$ cat src/rtl/expmod31_if.sv
// expmod31_if
// Request/response bundle for the expmod31 modular exponentiation unit.
//   START  - request strobe, driven by the master, sampled by the unit only when idle
//   BASE   - 5-bit base operand (0..31, 31 behaves as 0)
//   EXP    - EW-bit unsigned exponent
//   BUSY   - unit is iterating
//   DONE   - one-cycle completion pulse, Y is fresh in that cycle
//   Y      - result 0..30, held until the next completion
// The master modport belongs to whoever issues requests. The slave modport belongs to the unit.
interface expmod31_if #(
  parameter int EW = 8
);

  logic          START;
  logic [4:0]    BASE;
  logic [EW-1:0] EXP;
  logic          BUSY;
  logic          DONE;
  logic [4:0]    Y;

  modport master (
    output START,
    output BASE,
    output EXP,
    input  BUSY,
    input  DONE,
    input  Y
  );

  modport slave (
    input  START,
    input  BASE,
    input  EXP,
    output BUSY,
    output DONE,
    output Y
  );

endinterface

$ cat src/rtl/expmod31.sv
// expmod31
// Sequential Y = BASE^EXP mod 31 using right-to-left square-and-multiply.
// Every operation runs exactly EW iterations. The latency is therefore fixed
// regardless of the operand values.
// Ports:
//   CLK   - rising-edge clock
//   RSTN  - asynchronous active-low reset
//   bus   - expmod31_if slave modport (START/BASE/EXP in, BUSY/DONE/Y out)
// The file also holds multmod31. This is the combinational 5-bit modular multiplier.
// The unit instantiates it twice: one copy for the square path and one for the multiply path.

// multmod31
// Combinational p = (a * b) mod 31. The inputs span 0..31 and the output spans 0..30.
// Ports: a, b - 5-bit operands; p - 5-bit residue.
module multmod31 (
  input  logic [4:0] a,
  input  logic [4:0] b,
  output logic [4:0] p
);

  logic [9:0] prod;
  logic [5:0] fold1;
  logic [5:0] fold2;
  logic [5:0] fold2_minus;

  // 32 is congruent to 1 mod 31. The high 5 bits of the product can therefore be added
  // onto the low 5 bits. A second fold and one conditional subtract complete the reduction.
  // The largest product is 961, so fold1 <= 61 and fold2 <= 31.
  always_comb begin
    prod        = {5'd0, a} * {5'd0, b};
    fold1       = {1'b0, prod[9:5]} + {1'b0, prod[4:0]};
    fold2       = {5'd0, fold1[5]} + {1'b0, fold1[4:0]};
    fold2_minus = fold2 - 6'd31;
    if (fold2 >= 6'd31) begin
      p = fold2_minus[4:0];
    end else begin
      p = fold2[4:0];
    end
  end

endmodule

module expmod31 #(
  parameter int EW = 8
) (
  input  logic        CLK,
  input  logic        RSTN,
  expmod31_if.slave   bus
);

  localparam int CW = $clog2(EW + 1);
  localparam logic [CW-1:0] CNT_INIT = CW'(EW);
  localparam logic [CW-1:0] CNT_LAST = CW'(1);

  typedef enum logic [1:0] {
    ST_IDLE = 2'd0,
    ST_RUN  = 2'd1,
    ST_FIN  = 2'd2
  } state_t;

  state_t        state_q, state_d;
  logic [4:0]    acc_q,   acc_d;
  logic [4:0]    b_q,     b_d;
  logic [EW-1:0] e_q,     e_d;
  logic [CW-1:0] cnt_q,   cnt_d;
  logic          busy_q,  busy_d;
  logic          done_q,  done_d;
  logic [4:0]    y_q,     y_d;

  logic [4:0]    mul_p;
  logic [4:0]    sq_p;

  multmod31 u_mul (
    .a (acc_q),
    .b (b_q),
    .p (mul_p)
  );

  multmod31 u_sq (
    .a (b_q),
    .b (b_q),
    .p (sq_p)
  );

  // Next-state logic. In RUN, each cycle consumes one exponent bit, LSB first.
  // Y, DONE and BUSY are computed here as well, so they leave the unit straight from flops.
  always_comb begin
    state_d = state_q;
    acc_d   = acc_q;
    b_d     = b_q;
    e_d     = e_q;
    cnt_d   = cnt_q;
    busy_d  = busy_q;
    done_d  = 1'b0;
    y_d     = y_q;

    unique case (state_q)
      ST_IDLE: begin
        if (bus.START) begin
          b_d     = bus.BASE;
          e_d     = bus.EXP;
          acc_d   = 5'd1;
          cnt_d   = CNT_INIT;
          busy_d  = 1'b1;
          state_d = ST_RUN;
        end
      end

      ST_RUN: begin
        acc_d = e_q[0] ? mul_p : acc_q;
        b_d   = sq_p;
        e_d   = e_q >> 1;
        cnt_d = cnt_q - CNT_LAST;
        // The last iteration publishes the accumulator value it is about to store.
        if (cnt_q == CNT_LAST) begin
          y_d     = acc_d;
          done_d  = 1'b1;
          busy_d  = 1'b0;
          state_d = ST_FIN;
        end
      end

      ST_FIN: begin
        state_d = ST_IDLE;
      end

      default: begin
        state_d = ST_IDLE;
        busy_d  = 1'b0;
      end
    endcase
  end

  // State register. A reset drops any operation in progress without emitting DONE.
  always_ff @(posedge CLK or negedge RSTN) begin
    if (!RSTN) begin
      state_q <= ST_IDLE;
      acc_q   <= 5'd1;
      b_q     <= 5'd0;
      e_q     <= '0;
      cnt_q   <= '0;
      busy_q  <= 1'b0;
      done_q  <= 1'b0;
      y_q     <= 5'd0;
    end else begin
      state_q <= state_d;
      acc_q   <= acc_d;
      b_q     <= b_d;
      e_q     <= e_d;
      cnt_q   <= cnt_d;
      busy_q  <= busy_d;
      done_q  <= done_d;
      y_q     <= y_d;
    end
  end

  assign bus.BUSY = busy_q;
  assign bus.DONE = done_q;
  assign bus.Y    = y_q;

endmodule

$ cat src/flat_wrapper.sv
// flat-port wrapper written by rule: the top's interface ports become plain ports
module expmod31_flat 
#(
  parameter int EW = 8
)
  (CLK, RSTN, bus_START, bus_BASE, bus_EXP, bus_BUSY, bus_DONE, bus_Y);
  expmod31_if #(.EW(EW)) bus_i ();
  input  logic CLK;
  input  logic RSTN;
  input wire logic [$bits(bus_i.START)-1:0] bus_START;
  input wire logic [$bits(bus_i.BASE)-1:0] bus_BASE;
  input wire logic [$bits(bus_i.EXP)-1:0] bus_EXP;
  output wire logic [$bits(bus_i.BUSY)-1:0] bus_BUSY;
  output wire logic [$bits(bus_i.DONE)-1:0] bus_DONE;
  output wire logic [$bits(bus_i.Y)-1:0] bus_Y;
  assign bus_i.START = bus_START;
  assign bus_i.BASE = bus_BASE;
  assign bus_i.EXP = bus_EXP;
  assign bus_BUSY = bus_i.BUSY;
  assign bus_DONE = bus_i.DONE;
  assign bus_Y = bus_i.Y;
  expmod31 #(.EW(EW)) u_core (.CLK(CLK), .RSTN(RSTN), .bus(bus_i));
endmodule
$ cat config.mk
export PLATFORM = sky130hd
export DESIGN_NAME = expmod31_flat
export DESIGN_NICKNAME = d
export VERILOG_FILES = /design/src/rtl/expmod31_if.sv /design/src/rtl/expmod31.sv /design/src/flat_wrapper.sv
export SDC_FILE = /design/constraint.sdc
export NUM_CORES = 1
export LEC_CHECK = 0
export ABC_AREA = 1
export CORE_MARGIN = 2
export CORE_UTILIZATION = 40
export CTS_BUF_LIST = sky130_fd_sc_hd__clkbuf_16
export DETAILED_ROUTE_END_ITERATION = 6
export MAX_ROUTING_LAYER = met4
export PLACE_DENSITY = 0.67
export SLEW_MARGIN = 15
export SYNTH_ARGS = -nofsm -noshare
export SYNTH_HDL_FRONTEND = slang
export SYNTH_SLANG_ARGS = --single-unit
$ cat constraint.sdc
create_clock -name CLK -period 16.4 [get_ports CLK]
set_input_delay 2.46 -clock CLK [delete_from_list [all_inputs] [get_ports CLK]]
set_output_delay 2.46 -clock CLK [all_outputs]
set_load 0.02 [all_outputs]
### Yosys cells after proc, flatten, opt, wreduce, memory -nomap -nowiden

Index checks and enable logic that the tools add are counted.
W data, S select, Z words.

| word-level totals | value |
|---|---|
| flip-flop bits (word level) | 31 |
| logic and storage cells | 50 |
| output and inout bits | 7 |
| input port bits | 16 |

| cells by class | value |
|---|---|
| magnitude comparators | 2 |
| add/subtract/negate cells | 7 |
| multiplexer cells | 19 |
| equal/unequal tests | 5 |
| bitwise gates (word level) | 1 |
| reduce and logical (&&, ||, !) cells | 6 |
| multiply operators | 2 |

Operator list:

| cell | number |
|---|---|
| $mux W5 | 5 |
| $mul A5 B5 Y10 | 2 |
| $pmux W5 S2 | 2 |
| $pmux W8 S2 | 1 |
| $add A1 B5 Y6 | 2 |
| $add A5 B5 Y6 | 2 |
| $ge A6 B5 Y1 const B | 2 |
| $sub A5 B5 Y5 const B | 2 |
| $mux W8 | 1 |
| $pmux W4 S2 | 1 |
| $reduce_and A2 Y1 | 3 |
| $eq A4 B1 Y1 const B | 1 |
| $mux W1 | 4 |
| $mux W2 | 2 |
| $mux W4 | 1 |
| $pmux W2 S2 | 1 |
| $sub A4 B1 Y4 const B | 1 |
| $pmux W1 S3 | 1 |
| $reduce_and A3 Y1 | 1 |
| $eq A2 B1 Y1 const B | 1 |
| $eq A2 B2 Y1 const B | 1 |
| $logic_not A2 Y1 | 1 |
| $ne A2 B1 Y1 const B | 1 |
| $ne A2 B2 Y1 const B | 1 |
| other kinds (2) | 2 |

### Depth between registers and ports, before layout

Gate-level depths: netlist of run 1.

| depth | value |
|---|---|
| word-level depth | 7 |
| gate-level depth with buffers | 36 |
| depth with buffers taken out | 35 |

### Modules after synthesis

Synthesis of run 1 repeated with hierarchy kept, for this count alone.

| second synthesis, totals | value |
|---|---|
| cells, all modules | 544 |
| area total of the unflattened synthesis | 3913.8 um2 |

Modules (own cells, without submodules):

| module | area each (um2) | seq. area each (um2) | instances | cells an instance |
|---|---|---|---|---|
| multmod31 | 1242.4 | 0.0 | 2 | 185 |
| expmod31 | 1428.9 | 777.0 | 1 | 174 |

### Least setup slack after synthesis of run 1

Ideal clock, no wire load.

| timing | value |
|---|---|
| path type | reg2reg |
| start | reg u_core.b_q[4] |
| end | reg u_core.y_q[1] (netlist: u_core.bus.Y[1]) |
| arrival | 5301 ps |
| data required time | 16284 ps |
| buffers on the path | 1 |
| library setup time | 116 ps |
| slack | 10983 ps |
| cell stages (with the launch flop) | 31 |
| clock period less this slack | 5417 ps |
| cell sequence | dfrtp_1 > clkbuf_1 > nand2_1 > fa_1 > fa_1 > fa_1 > inv_1 > ha_1 > a21oi_1 > nand2_1 > a21oi_1 > o21ai_1 > xnor2_1 > inv_1 > ha_1 > a21oi_1 > nand2_1 > a21oi_1 > o21bai_1 > ha_1 > ha_1 > ha_1 > nand3_1 > nor2_1 > nand2_2 > nand2_4 > inv_2 > nor2_1 > o21ai_2 > nand2_1 > nand2_1 |

| on the way | value |
|---|---|
| cells in the longest elaborated chain, start to end | 6 |
| elaborated cells on any way between the ends | 7 |
| classes of those cells | add/sub: 3; mul: 1; order compare: 1; mux: 2 |

Ends and longest elaborated chain:

| item | line | RTL |
|---|---|---|
| from (decl) | expmod31.sv:63 | `logic [4:0] b_q, b_d;` |
| from (signal assigned) | expmod31.sv:139 | `b_q <= 5'd0;` |
| from (signal assigned) | expmod31.sv:148 | `b_q <= b_d;` |
| $mul A5 B5 Y10 * | expmod31.sv:30 | `prod = {5'd0, a} * {5'd0, b};` |
| $add A5 B5 Y6 * | expmod31.sv:31 | `fold1 = {1'b0, prod[9:5]} + {1'b0, prod[4:0]};` |
| $add A1 B5 Y6 * | expmod31.sv:32 | `fold2 = {5'd0, fold1[5]} + {1'b0, fold1[4:0]};` |
| $sub A5 B5 Y5 or $ge A6 B5 Y1 (tied branches) | expmod31.sv:33, expmod31.sv:34 |  |
| $mux W5 * | expmod31.sv:34 | `if (fold2 >= 6'd31) begin` |
| $mux W5 * | expmod31.sv:110 | `acc_d = e_q[0] ? mul_p : acc_q;` |
| to (signal assigned) | expmod31.sv:153 | `y_q <= y_d;` |
| to (decl) | expmod31.sv:68 | `logic [4:0] y_q, y_d;` |

Every way passes the cells marked *; elsewhere a longest branch is shown, timed or not.
A chain may end at the register's enable or synchronous reset.

### Worst setup path in the final report of run 1

| timing | value |
|---|---|
| start | reg u_core.acc_q[0] |
| end | reg u_core.acc_q[0] |

| on the way | value |
|---|---|
| cells in the longest elaborated chain, start to end | 7 |
| elaborated cells on any way between the ends | 8 |
| classes of those cells | add/sub: 3; mul: 1; order compare: 1; mux: 3 |

Ends and longest elaborated chain:

| item | line | RTL |
|---|---|---|
| from (decl) | expmod31.sv:62 | `logic [4:0] acc_q, acc_d;` |
| from (signal assigned) | expmod31.sv:138 | `acc_q <= 5'd1;` |
| from (signal assigned) | expmod31.sv:147 | `acc_q <= acc_d;` |
| $mul A5 B5 Y10 | expmod31.sv:30 |  |
| $add A5 B5 Y6 | expmod31.sv:31 |  |
| $add A1 B5 Y6 | expmod31.sv:32 |  |
| $sub A5 B5 Y5 or $ge A6 B5 Y1 (tied branches) | expmod31.sv:33, expmod31.sv:34 |  |
| $mux W5 | expmod31.sv:34 |  |
| $mux W5 * | expmod31.sv:110 |  |
| $pmux W5 S2 * | expmod31.sv:97 | `unique case (state_q)` |

Marked as above.

==> flow_metrics.env, run 1 <==
export IMPL_viasPerCell=4.88
export IMPL_min_period_ps=5720
export IMPL_path_clk_slew_ps=50
export IMPL_drc_errors=0
export IMPL_cp_end_kind="flop"
export IMPL_fmaxAchievable_ghz=0.175
export IMPL_antenna_found_initial=0
export IMPL_cp_slowest_cell="dfstp_2"
export IMPL_gp_congestion=0.825
export IMPL_chipHeight_um=96.0
export IMPL_nNetsFinal=567
export IMPL_die_w_um=96.0
export IMPL_worst_skew_pair_late_latency_ps=280
export IMPL_crit_path_start_kind="flop"
export IMPL_reg2reg_depth=31
export IMPL_clockBufferDepth=2
export IMPL_finalSetupViolCount=0
export IMPL_final_common_cell="nand2_1"
export IMPL_rsz0062_at_grt="false"
export IMPL_ys_ff_latch=31
export IMPL_status="finished, final reports clean"
export IMPL_cp_slowest_stage_delay_ps=590
export IMPL_fp_row_count=33
export IMPL_synthCells=472
export IMPL_fp_coreArea_sq_um=8220
export IMPL_r2r_end="u_core.acc_q[0]"
export IMPL_grt_max_degree=32
export IMPL_worst_slew_pin_slew_ps=771
export IMPL_cts_root_buf="clkbuf_16"
export IMPL_timing_final_crit_share_pct=34.9
export IMPL_fin_setup_tns_ps=0
export IMPL_cts_buffers=5
export IMPL_drt_iter0_markers=72
export IMPL_reg2reg_slack_ps=10680
export IMPL_hold_viol_final=0
export IMPL_grt_pass1_vias=2787
export IMPL_diodes=0
export IMPL_pin_count=23
export IMPL_critPathMaxFanout=6
export IMPL_hold_buffers=0
export IMPL_synthArstFlopShare_pct=100
export IMPL_vias=2918
export IMPL_crit_reg2reg_launch="u_core.acc_q[0]"
export IMPL_synth_distinct_cells=36
export IMPL_crit_top_cell="nand2_1"
export IMPL_drt_first_pass_iters=4
export IMPL_cts_htree_levels=2
export IMPL_grt_ovfl_total=0
export IMPL_worstSetupPathType="flop to flop"
export IMPL_wirelength_um=6680
export IMPL_arrival_ps=5930
export IMPL_slew_headroom_pct=48.4
export IMPL_hp_class="flop to flop"
export IMPL_synth_nets=547
export IMPL_fin_skew_ps=6.00
export IMPL_finalMaxSlewViolations=0
export IMPL_seq_area_frac_synth_pct=23.0
export IMPL_dpl_hpwl_um=5370
export IMPL_syn_area_per_cell_sq_um=7.17
export IMPL_nFillCells=807
export IMPL_dieArea_sq_um=9210
export IMPL_cts_repair_resized=0
export IMPL_cts_setup_buffers=0
export IMPL_hold_path_startpoint="u_core.bus.Y[1]"
export IMPL_start_util_pct=41.2
export IMPL_whs_path_depth=2
export IMPL_synth_main_ff_cell="dfrtp_1"
export IMPL_antenna_left=0
export IMPL_portBuffers=22
export IMPL_area_growth_pct=13.4
export IMPL_wl_per_cell_um=11.2
export IMPL_syn_area_sq_um=3380
export IMPL_worstPathRequired_ps=16610
export IMPL_clkSinkCount=31
export IMPL_drive_above_1_share_pct=7.71
export IMPL_yosys_warnings=0
export IMPL_cts_tree="built"
export IMPL_multiInputGateArea_sq_um=2220
export IMPL_regArea_sq_um=777
export IMPL_synth_edf_count=0
export IMPL_grt_use_total_pct=16.6
export IMPL_grt_pass1_wl_um=11800
export IMPL_hold_end="u_core.bus.Y[1]"
export IMPL_final_cell_mix="129 x nand2_1, 83 x inv_1, 46 x ha_1"
export IMPL_maxCapViolCount=0
==> state kept, by name, indices dropped and copies added, names as in the netlist <==
name and count:
u_core.bus.DONE 1, u_core.b_q 5, u_core.state_q 2, u_core.acc_q 5, u_core.bus.Y 5, u_core.bus.BUSY 1
u_core.e_q 8, u_core.cnt_q 4
==> worst max-delay path, delay by kind of cell (launching register included) <==
kind / cells / cell delay (ps)
adders and majority gates: 8 / 2950
and+or+nand+nor: 13 / 1070
buffers and inverters: 3 / 140
DFF: 1 / 590
AOI/OAI and AO/OA: 6 / 770
xor gates and xnor gates: 1 / 140
==> cell families after synthesis <==
logic type / synth area share [%]
simple gates: 26.2
fa+ha+maj: 24.7
buf+inv: 11.6
flops: 23.0
xor+xnor: 5.84
compound gates: 8.76
==> per-layer routing <==
| layer | vias up | wire length [um] | track usage [%] |
|---|---|---|---|
| met5 | - | 0 | - |
| met3 | 10 | 162 | 1.80 |
| li1 | 1506 | - | - |
| met2 | 50 | 3160 | 28.4 |
| met1 | 1352 | 3220 | 20.1 |
| met4 | 0 | 141 | 6.19 |
==> stage by stage <==
stage | hold WS (ps) | area, sq um | setup slack [ps] | utilization [%] | cells
after floorplan | 446 | 3380 | 10980 | - | 472
after global placement | 464 | 3700 | 10780 | 45.0 | 590
after detailed placement | 470 | 3700 | 10690 | 45.0 | 590
after CTS | 484 | 3840 | 10680 | 46.7 | 598
after global routing | 514 | 3840 | 10120 | 46.7 | 598
final | 479 | 3840 | 10680 | 46.7 | 598
==> cell usage after synthesis, types with 2 or more instances <==
library cell | count | area share (%)
a21oi_1 | 23 | 3.4
clkinv_1 | 2 | 0.22
o21ai_1 | 15 | 2.2
inv_1 | 81 | 9.0
xor2_1 | 9 | 2.3
xnor2_1 | 8 | 2.1
nand4_1 | 3 | 0.55
nor3_1 | 3 | 0.44
xor2_2 | 3 | 1.4
nor2_1 | 28 | 3.1
o21ai_0 | 3 | 0.44
nand3_1 | 26 | 3.8
nor2_4 | 2 | 0.67
or2_1 | 2 | 0.37
dfrtp_1 | 30 | 22
nor2_2 | 2 | 0.37
fa_1 | 13 | 7.7
o22ai_1 | 3 | 0.55
clkbuf_1 | 9 | 1.0
inv_2 | 8 | 0.89
nand2_2 | 8 | 1.5
o21bai_1 | 3 | 0.67
o21ai_2 | 2 | 0.52
nand2_1 | 129 | 14
ha_1 | 46 | 17
==> worst max-delay path by stage <==
stage,cells after the start,from,end,slack [ps]
floorplan,30,u_core.b_q[4],u_core.bus.Y[1],10980
global placement,30,u_core.b_q[0],u_core.b_q[3],10780
detailed placement,31,u_core.acc_q[0],u_core.acc_q[0],10690
CTS,31,u_core.acc_q[0],u_core.acc_q[0],10680
global route,30,u_core.b_q[4],u_core.acc_q[3],10120
finish,31,u_core.acc_q[0],u_core.acc_q[0],10680
==> layout make-up <==
cell class | instances | area share, %
clock buffer | 5 | 3.26
clock inverter | 3 | 0.326
inverter | 91 | 8.90
multi-input combinational | 339 | 57.7
sequential | 31 | 20.2
tap | 105 | 3.42
timing repair buffer | 24 | 6.13
Power of run 1 is not shown: default switching activity piles up to over one toggle a cycle in this logic, so the estimate is an artifact.
==> inputs of run 2 (changes only) <==
--- a/config.mk
+++ b/config.mk
@@ -11,7 +11,7 @@
 export CTS_BUF_LIST = sky130_fd_sc_hd__clkbuf_16
 export DETAILED_ROUTE_END_ITERATION = 6
 export MAX_ROUTING_LAYER = met4
-export PLACE_DENSITY = 0.67
+export PLACE_DENSITY = 0.69
 export SLEW_MARGIN = 15
 export SYNTH_ARGS = -nofsm -noshare
 export SYNTH_HDL_FRONTEND = slang
==> constraint.sdc (replaced) <==
create_clock -name CLK -period 4.8 [get_ports CLK]
set_input_delay 0.72 -clock CLK [delete_from_list [all_inputs] [get_ports CLK]]
set_output_delay 0.72 -clock CLK [all_outputs]
set_load 0.02 [all_outputs]
==> flow_metrics.env, run 2 (synthesis results as in run 1) <==
export IMPL_status="finished, violations left"
export IMPL_violations="setup timing"
export IMPL_viasPerCell=4.86
export IMPL_drt_first_pass_iters=4
export IMPL_path_clk_slew_ps=50
export IMPL_timing_final_crit_share_pct=107
export IMPL_drive_above_1_share_pct=29.0
export IMPL_fp_row_count=33
export IMPL_finalMaxSlewViolations=0
export IMPL_largest_register_ffs=8
export IMPL_wl_per_cell_um=11.9
export IMPL_critPathMaxFanout=4
export IMPL_pin_count=23
export IMPL_antenna_found_initial=0
export IMPL_dpl_hpwl_um=6170
export IMPL_gp_congestion=0.900
export IMPL_drt_iter0_markers=109
export IMPL_placed_cells=641
export IMPL_portBuffers=22
export IMPL_hold_viol_final=0
export IMPL_maxCapViolCount=0
export IMPL_dp_slack_ps=-369
export IMPL_finalSetupViolCount=15
export IMPL_cts_buffers=5
export IMPL_slew_headroom_pct=53.2
export IMPL_arrival_ps=5360
export IMPL_grt_max_degree=32
export IMPL_regMostFlops="u_core.e_q"
export IMPL_drc_errors=0
export IMPL_clkSinkCount=31
export IMPL_crit_path_start_kind="flop"
export IMPL_grt_pass1_vias=3228
export IMPL_worstSetupPathType="flop to flop"
export IMPL_wirelength_um=7840
export IMPL_cp_slowest_cell="dfstp_2"
export IMPL_cts_htree_levels=2
export IMPL_cts_tree="built"
export IMPL_grt_ovfl_total=0
export IMPL_final_cells=657
export IMPL_final_cell_mix="109 x nand2_1, 78 x inv_1, 60 x buf_4"
export IMPL_fin_setup_tns_ps=-3360
export IMPL_dieArea_sq_um=9210
export IMPL_worst_slack_ps=-348
export IMPL_diodes=0
export IMPL_fp_coreArea_sq_um=8220
export IMPL_cp_slowest_stage_delay_ps=530
export IMPL_nNetsFinal=626
export IMPL_worst_skew_pair_late_latency_ps=270
export IMPL_die_w_um=96.0
export IMPL_hold_buffers=0
export IMPL_vias=3193
export IMPL_antenna_left=0
export IMPL_cp_end_kind="flop"
export IMPL_area_growth_pct=37.0
export IMPL_grt_use_total_pct=18.8
export IMPL_grt_pass1_wl_um=13700
export IMPL_worstPathRequired_ps=5010
export IMPL_worst_slew_pin_slew_ps=700
export IMPL_rsz0062_at_grt="true"
export IMPL_min_period_ps=5150
export IMPL_chipHeight_um=96.0
export IMPL_final_common_cell="nand2_1"
export IMPL_fin_skew_ps=3.24
export IMPL_clockBufferDepth=2
export IMPL_start_util_pct=41.2
export IMPL_hp_class="flop to flop"
export IMPL_cts_root_buf="clkbuf_16"
export IMPL_fmaxAchievable_ghz=0.194
run 2: metal layers:
layer | vias up | wire length (um) | global-route usage (%)
met1 | 1520 | 3530 | 23.0
met5 | - | 0 | -
met2 | 37 | 4050 | 34.0
met4 | 0 | 102 | 4.05
met3 | 8 | 155 | 1.49
li1 | 1628 | - | -
run 2: path summary, 6_finish.rpt:
check                                      from               to  slack, ps  cells past startpoint
worst max-delay path            u_core.acc_q[0]  u_core.bus.Y[2]       -350                     30
worst min-delay path            u_core.bus.Y[2]  u_core.bus.Y[2]        480                      2
worst max register to register  u_core.acc_q[0]  u_core.bus.Y[2]       -350                     30
worst min register to register  u_core.bus.Y[2]  u_core.bus.Y[2]        480                      2
max in group asynchronous                  RSTN  u_core.acc_q[0]       3630                      2
min in group asynchronous                  RSTN    u_core.e_q[0]        860                      2
run 2: timing repair:
| item | CTS | global route |
|---|---|---|
| setup buffers | 8 | 0 |
| setup endpoints to repair | 15 | 15 |
| pin swaps | 24 | 8 |
| resized for setup | 27 | 20 |
run 2: critical path, delay by kind of cell (launching register included):
family / cells / cell delay, ps
fa+ha+maj: 7 / 2350
compound gates: 5 / 570
simple gates: 13 / 1070
xor+xnor: 2 / 350
buf+inv: 3 / 200
flops: 1 / 530
run 2: cell type report:
type / count / area, sq um
tap: 105 / 131
timing repair buffer: 83 / 682
sequential: 31 / 778
clock inverter: 3 / 12.5
inverter: 91 / 350
multi-input combinational: 339 / 2560
clock buffer: 5 / 125
fill: 717 / 3580
run 2: through the flow:
stage                     area [sq um]  hold WS (ps)  util [%]
final                             4640           483      56.4
after global routing              4640           512      56.4
after CTS                         4560           485      55.5
after detailed placement          4260           464      51.8
after global placement            4260           461      51.8
after floorplan                   3590           424         -
Power of run 2 is left out for the same reason.
==> inputs of run 3 (changes only) <==
--- a/config.mk
+++ b/config.mk
@@ -12,7 +12,6 @@
 export DETAILED_ROUTE_END_ITERATION = 6
 export MAX_ROUTING_LAYER = met4
 export PLACE_DENSITY = 0.69
-export SLEW_MARGIN = 15
 export SYNTH_ARGS = -nofsm -noshare
 export SYNTH_HDL_FRONTEND = slang
 export SYNTH_SLANG_ARGS = --single-unit
==> results of run 3 <==
The final DEF is identical to that of run 2; final timing and power are the same.
Power of run 3 is left out for the same reason.
==> variant 1: new RTL, config.mk and constraints of run 3 <==
`y_q` no longer has a reset.
--- a/src/rtl/expmod31.sv
+++ b/src/rtl/expmod31.sv
@@ -141,7 +141,6 @@
       cnt_q   <= '0;
       busy_q  <= 1'b0;
       done_q  <= 1'b0;
-      y_q     <= 5'd0;
     end else begin
       state_q <= state_d;
       acc_q   <= acc_d;
@@ -150,8 +149,11 @@
       cnt_q   <= cnt_d;
       busy_q  <= busy_d;
       done_q  <= done_d;
-      y_q     <= y_d;
     end
+  end
+
+  always_ff @(posedge CLK) begin
+    y_q <= y_d;
   end
 
   assign bus.BUSY = busy_q;
Function: differs if RSTN is asserted again (counterexample within 10 cycles, from zero or initial values and one cycle with RSTN low); with RSTN held inactive, the same outputs for 10 cycles.
==> variant 1 against run 3 <==
The flow still finishes with violations (setup timing). Routed wire length decreased by 2.1%. Synthesized area decreased by 0.85%. Design area unchanged. Count of clock-buffer cells in the layout unchanged. Setup slack improved by 0.093 ns. Clock skew about the same. Global-route usage decreased by 0.11 points. Sequential cell count unchanged. Critical path type unchanged. Critical endpoint is now u_core.acc_q[2]. Largest cell class unchanged.
Power is not shown: default switching activity piles up to over one toggle a cycle in this logic, so the estimate is an artifact.
==> variant 1: results (changes against run 3) <==
[worst_setup_path]
maximum_fanout_count_along_the_critical_path = 6  ; +2
cp_slowest_cell = dfstp_2
worstPathArrival_ns = 5.21  ; -0.15 ns
delay_of_the_slowest_cell_on_the_worst_path_ns = 0.53  ; about the same

[timing]
clock-skew-final_ns = 0.00336  ; +0.000123 ns
setup_viol = 15  ; unchanged
timing.final.ws_setup_ns = -0.255  ; +0.0932 ns
final.setup.tns_ns = -2.44  ; +0.919 ns
relSlewSlack = 0.570  ; +0.0384

[global_route]
grt_start_max_net_pins = 27  ; -16%
vias_in_the_first_global_route = 3068  ; -5.0%
grt_usage = 0.187  ; -0.00113
initial_antenna_violation_count = 0  ; unchanged
first_pass_grt_wire_length_mm = 13.3  ; -3.3%

[placement]
hpwl_mm = 5.93  ; -4.0%
placement.io_buffers = 22  ; unchanged
gp_routability_congestion = 0.861  ; -4.4%

[logic_synthesis]
synth-adder-area-share = 0.249  ; +0.00212
synth_flop_cell = dfrtp_1
xor_and_xnor_fraction_of_the_mapped_netlist_area = 0.0552  ; -0.00323
ys_types = 37  ; +2.8%
postSynthNetCount = 522  ; -4.6%
synth-seq-area-share = 0.239  ; +0.00943
synth.area.top_cells = dfrtp_1 (19%), ha_1 (17%), nand2_1 (13%)
synth_compound_gate_area_share = 0.0928  ; +0.00523
synth_edf_count = 5  ; +5
synthMuxAreaShare = 0  ; unchanged
synth_async_sr_flop_share = 0.839  ; -0.161
synth_top_cells_by_count = nand2_1 (119), inv_1 (88), ha_1 (46), dfrtp_1 (25), nand3_1 (24)
warnings_from_yosys = 0  ; unchanged

[layout]
reg_with_most_ffs = u_core.e_q
max_ffs_per_register = 8  ; unchanged
drive_above_1_share = 0.287  ; -0.00254
finish.net_count = 610  ; -2.6%
fill_cells = 716  ; -0.14%
insertedDiodeCount = 0  ; unchanged

[clock_tree]
cts_inserted_buffers = 5  ; unchanged
cts.root.buffer_cell = clkbuf_16
clk_pin_slew_worst_paths_ns = 0.05  ; about the same
total_clock_sinks = 31  ; unchanged
ctsHtreeMaxLevel = 2  ; unchanged
clkLatencyLatePin_ns = 0.27  ; about the same
clock_path_buffers = 2  ; unchanged

[drt]
post_drt_via_cell_ratio = 4.80  ; -1.3%
drt_pass1_iterations = 4  ; unchanged
dr.first_iter.drc_count = 127  ; +17%
ant_nets = 0  ; unchanged
wl_per_cell_um = 12.0  ; +0.39%

[status]
status = finished with violations
violations = setup timing

[hold_path]
holdCritPathClass = reg2reg

variant 1: layout make-up:
cell class / count / area share
tap: 105 / 0.0283
timing repair buffer: 91 / 0.162
clock inverter: 3 / 0.00243
inverter: 89 / 0.0726
sequential: 31 / 0.173
clock buffer: 5 / 0.0270
multi-input combinational: 317 / 0.535
variant 1: stage by stage:
step / std cells / instance area, µm² / setup WS (ns) / util
after CTS: 639 / 4530 / -0.314 / 0.555
after global routing: 641 / 4640 / -0.564 / 0.567
after floorplan: 447 / 3530 / -0.191 / -
after global placement: 615 / 4200 / -0.249 / 0.513
final: 641 / 4640 / -0.255 / 0.567
after detailed placement: 615 / 4200 / -0.326 / 0.513
variant 1: cells by family after synthesis:
group | after synthesis
compound gates | 51
xor+xnor | 19
fa+ha+maj | 59
buf+inv | 99
flops | 31
simple gates | 188
variant 1: final timing paths:
kind | start | endpoint | slack, ns | cells past startpoint
worst min-delay path | u_core.e_q[2] | u_core.e_q[2] | 0.49 | 2
worst max register to register | u_core.acc_q[0] | u_core.acc_q[2] | -0.26 | 30
min in group asynchronous | RSTN | u_core.bus.DONE | 0.81 | 2
max in group asynchronous | RSTN | u_core.acc_q[0] | 3.69 | 2
worst max-delay path | u_core.acc_q[0] | u_core.acc_q[2] | -0.26 | 30
worst min register to register | u_core.e_q[2] | u_core.e_q[2] | 0.49 | 2
variant 1: repair_timing:
| item | 4_1_cts | 5_1_grt |
|---|---|---|
| pin swaps | 27 | 20 |
| endpoints found under the setup margin | 15 | 15 |
| gates resized for setup | 21 | 24 |
| buffers inserted | 16 | 2 |
variant 1: worst max-delay path, delay by kind of cell, from the launching register on:
family                   cells  cell delay, ns
AO/OA/AOI/OAI                7            0.82
XOR/XNOR                     1            0.13
adder cells (fa/ha/maj)      7            2.31
buffers and inverters        3            0.19
flip-flops                   1            0.53
AND/OR/NAND/NOR             12            0.97
variant 1: routing by layer:
| layer | share of wire | vias up | GRT usage |
|---|---|---|---|
| li1 | - | 1581 | - |
| met1 | 0.45 | 1445 | 0.235 |
| met2 | 0.52 | 42 | 0.328 |
| met3 | 0.023 | 6 | 0.0324 |
| met4 | 0.0069 | 0 | 0.0190 |
| met5 | 0 | - | - |
==> variant 2: new RTL, flow settings as in run 3 <==
Without the edit above. Reset style: synchronous (`RSTN`), changed in one clocked block. Comments in the files are not updated.
--- a/src/rtl/expmod31.sv
+++ b/src/rtl/expmod31.sv
@@ -132,7 +132,7 @@
   end
 
   // State register. A reset drops any operation in progress without emitting DONE.
-  always_ff @(posedge CLK or negedge RSTN) begin
+  always_ff @(posedge CLK) begin
     if (!RSTN) begin
       state_q <= ST_IDLE;
       acc_q   <= 5'd1;
Behaviour: differs if RSTN is asserted again (counterexample within 4 cycles, from zero or initial values and one cycle with RSTN low); with RSTN held inactive, the same outputs for 10 cycles.
==> variant 2 against run 3 <==
The run still ends with setup timing left. Sequential cell count unchanged. Routed wire length up 1.9%. Synthesized area fell by 1.6%. Final cell count rose by 0.15%. Design area fell by 1.9%. Setup slack improved by 0.11 ns. Global-route usage about the same. Fmax rose by 2.3%.
Power is left out: it rests on default switching activity, and per cell area and clock period it moved more than threefold.
==> variant 2: results (changes against run 3) <==
[timing]
relSlewSlack = 0.454  ; -0.0778
clock-skew-final_ns = 0.00168  ; -0.00156 ns
timing.final.ws_setup_ns = -0.234  ; +0.114 ns
final.setup.tns_ns = -2.10  ; +1.27 ns
setup_viol = 13  ; -2
hold_violations = 0  ; unchanged

[logic_synthesis]
synth_async_sr_flop_share = 0  ; -1.00
ys_types = 36  ; unchanged
synth.area.top_cells = dfxtp_1 (19%), ha_1 (17%), nand2_1 (14%)
postSynthNetCount = 554  ; +1.3%
synth_top_cells_by_count = nand2_1 (127), inv_1 (95), ha_1 (46), dfxtp_1 (31), nand3_1 (28)
synth_cells = 479  ; +1.5%
synth_flop_cell = dfxtp_1
synth-seq-area-share = 0.186  ; -0.0432
warnings_from_yosys = 0  ; unchanged

[placement]
placement.io_buffers = 22  ; unchanged
gp_routability_congestion = 0.835  ; -7.3%
hpwl_mm = 6.28  ; +1.8%
placedInstanceArea_um2 = 4150  ; -2.4%
placement.setup.worst_slack_ns = -0.343  ; +0.0266 ns
placed_cells = 643  ; +0.31%

[drt]
drt_pass1_iterations = 4  ; unchanged
wl_met2_mm = 4.27  ; +5.4%
detailroute.via_count = 3185  ; -0.25%
wl_met1_mm = 3.50  ; -0.91%
met3WireLength_um = 184  ; +19%
wl_per_cell_um = 12.1  ; +1.8%
post_drt_via_cell_ratio = 4.84  ; -0.40%
dr.first_iter.drc_count = 154  ; +41%
top_signal_layer_used = met4

[layout]
finish.net_count = 628  ; +0.32%
drive_above_1_share = 0.277  ; -0.0132
max_ffs_per_register = 8  ; unchanged
fill_cells = 757  ; +5.6%
insertedDiodeCount = 0  ; unchanged

[global_route]
first_pass_grt_wire_length_mm = 13.4  ; -2.4%
grt_start_max_net_pins = 23  ; -28%
initial_antenna_violation_count = 0  ; unchanged
grt_usage = 0.188  ; about the same
met1_routing_resource_usage_after_global_routing = 0.219  ; -0.0105
vias_in_the_first_global_route = 3129  ; -3.1%
grt_use_met2 = 0.348  ; +0.00831
gr-usage-met3 = 0.0229  ; +0.00805

[clock_tree]
clock_path_buffers = 2  ; unchanged
clkLatencyLatePin_ns = 0.27  ; about the same
cts.root.buffer_cell = clkbuf_16

[worst_setup_path]
maximum_fanout_count_along_the_critical_path = 5  ; +1
delay_of_the_slowest_cell_on_the_worst_path_ns = 0.56  ; +0.03 ns
r2r.worst_path.cells = 28  ; -6.7%
endpoint_of_the_most_critical_register_to_register_path = u_core.acc_q[1]
cp_slowest_cell = fa_1
critical_path.reg2reg.startpoint = u_core.acc_q[2]
setup.worst_path.end_class = register
worstPathArrival_ns = 5.23  ; -0.13 ns
start_kind = register

[status]
violations = setup timing
status = finished with violations

[hold_path]
holdCritPathClass = reg2reg

==> variant 2: kinds of logic (layout without fill, tap and decap cells) <==
logic type               count (synthesis)  count (layout)  synth area share
AO/OA/AOI/OAI                           62              62             0.110
adder cells (fa/ha/maj)                 59              59             0.251
flip-flops                              31              31             0.186
XOR/XNOR                                20              20            0.0605
AND/OR/NAND/NOR                        200             200             0.269
buffers and inverters                  107             181             0.123
==> variant 2: how the worst min path moves through the flow <==
stage / start / end / slack, ns / depth (start not counted)
global route: u_core.state_q[0] / u_core.bus.BUSY / 0.45 / 1
finish: u_core.state_q[0] / u_core.bus.BUSY / 0.43 / 1
CTS: u_core.state_q[0] / u_core.bus.BUSY / 0.43 / 1
floorplan: u_core.state_q[0] / u_core.bus.BUSY / 0.41 / 1
detailed placement: u_core.state_q[0] / u_core.bus.BUSY / 0.43 / 1
global placement: u_core.state_q[0] / u_core.bus.BUSY / 0.42 / 1
==> variant 2: cell type report <==
cell class	count	area, µm²	share of cell area
multi-input cells	341	2640	0.579
repair buffers	79	652	0.143
flip-flops and latches	31	637	0.140
inverters	95	359	0.0789
well taps	105	131	0.0289
clock buffers	5	125	0.0275
clock inverters	2	8.76	0.00193
==> variant 2: worst max-delay path, delay by kind of cell (launching register included) <==
family / cells / cell delay, ns
compound gates: 2 / 0.25
xor+xnor: 3 / 0.53
fa+ha+maj: 6 / 2.34
buf+inv: 6 / 0.52
flops: 1 / 0.37
simple gates: 11 / 0.93
==> variant 2: repair_timing <==
| action | CTS | global route |
|---|---|---|
| cloned | 0 | 0 |
| setup endpoints to repair | 15 | 15 |
| pin swaps | 12 | 24 |
| gates resized for setup | 25 | 30 |
| setup buffers | 4 | 4 |
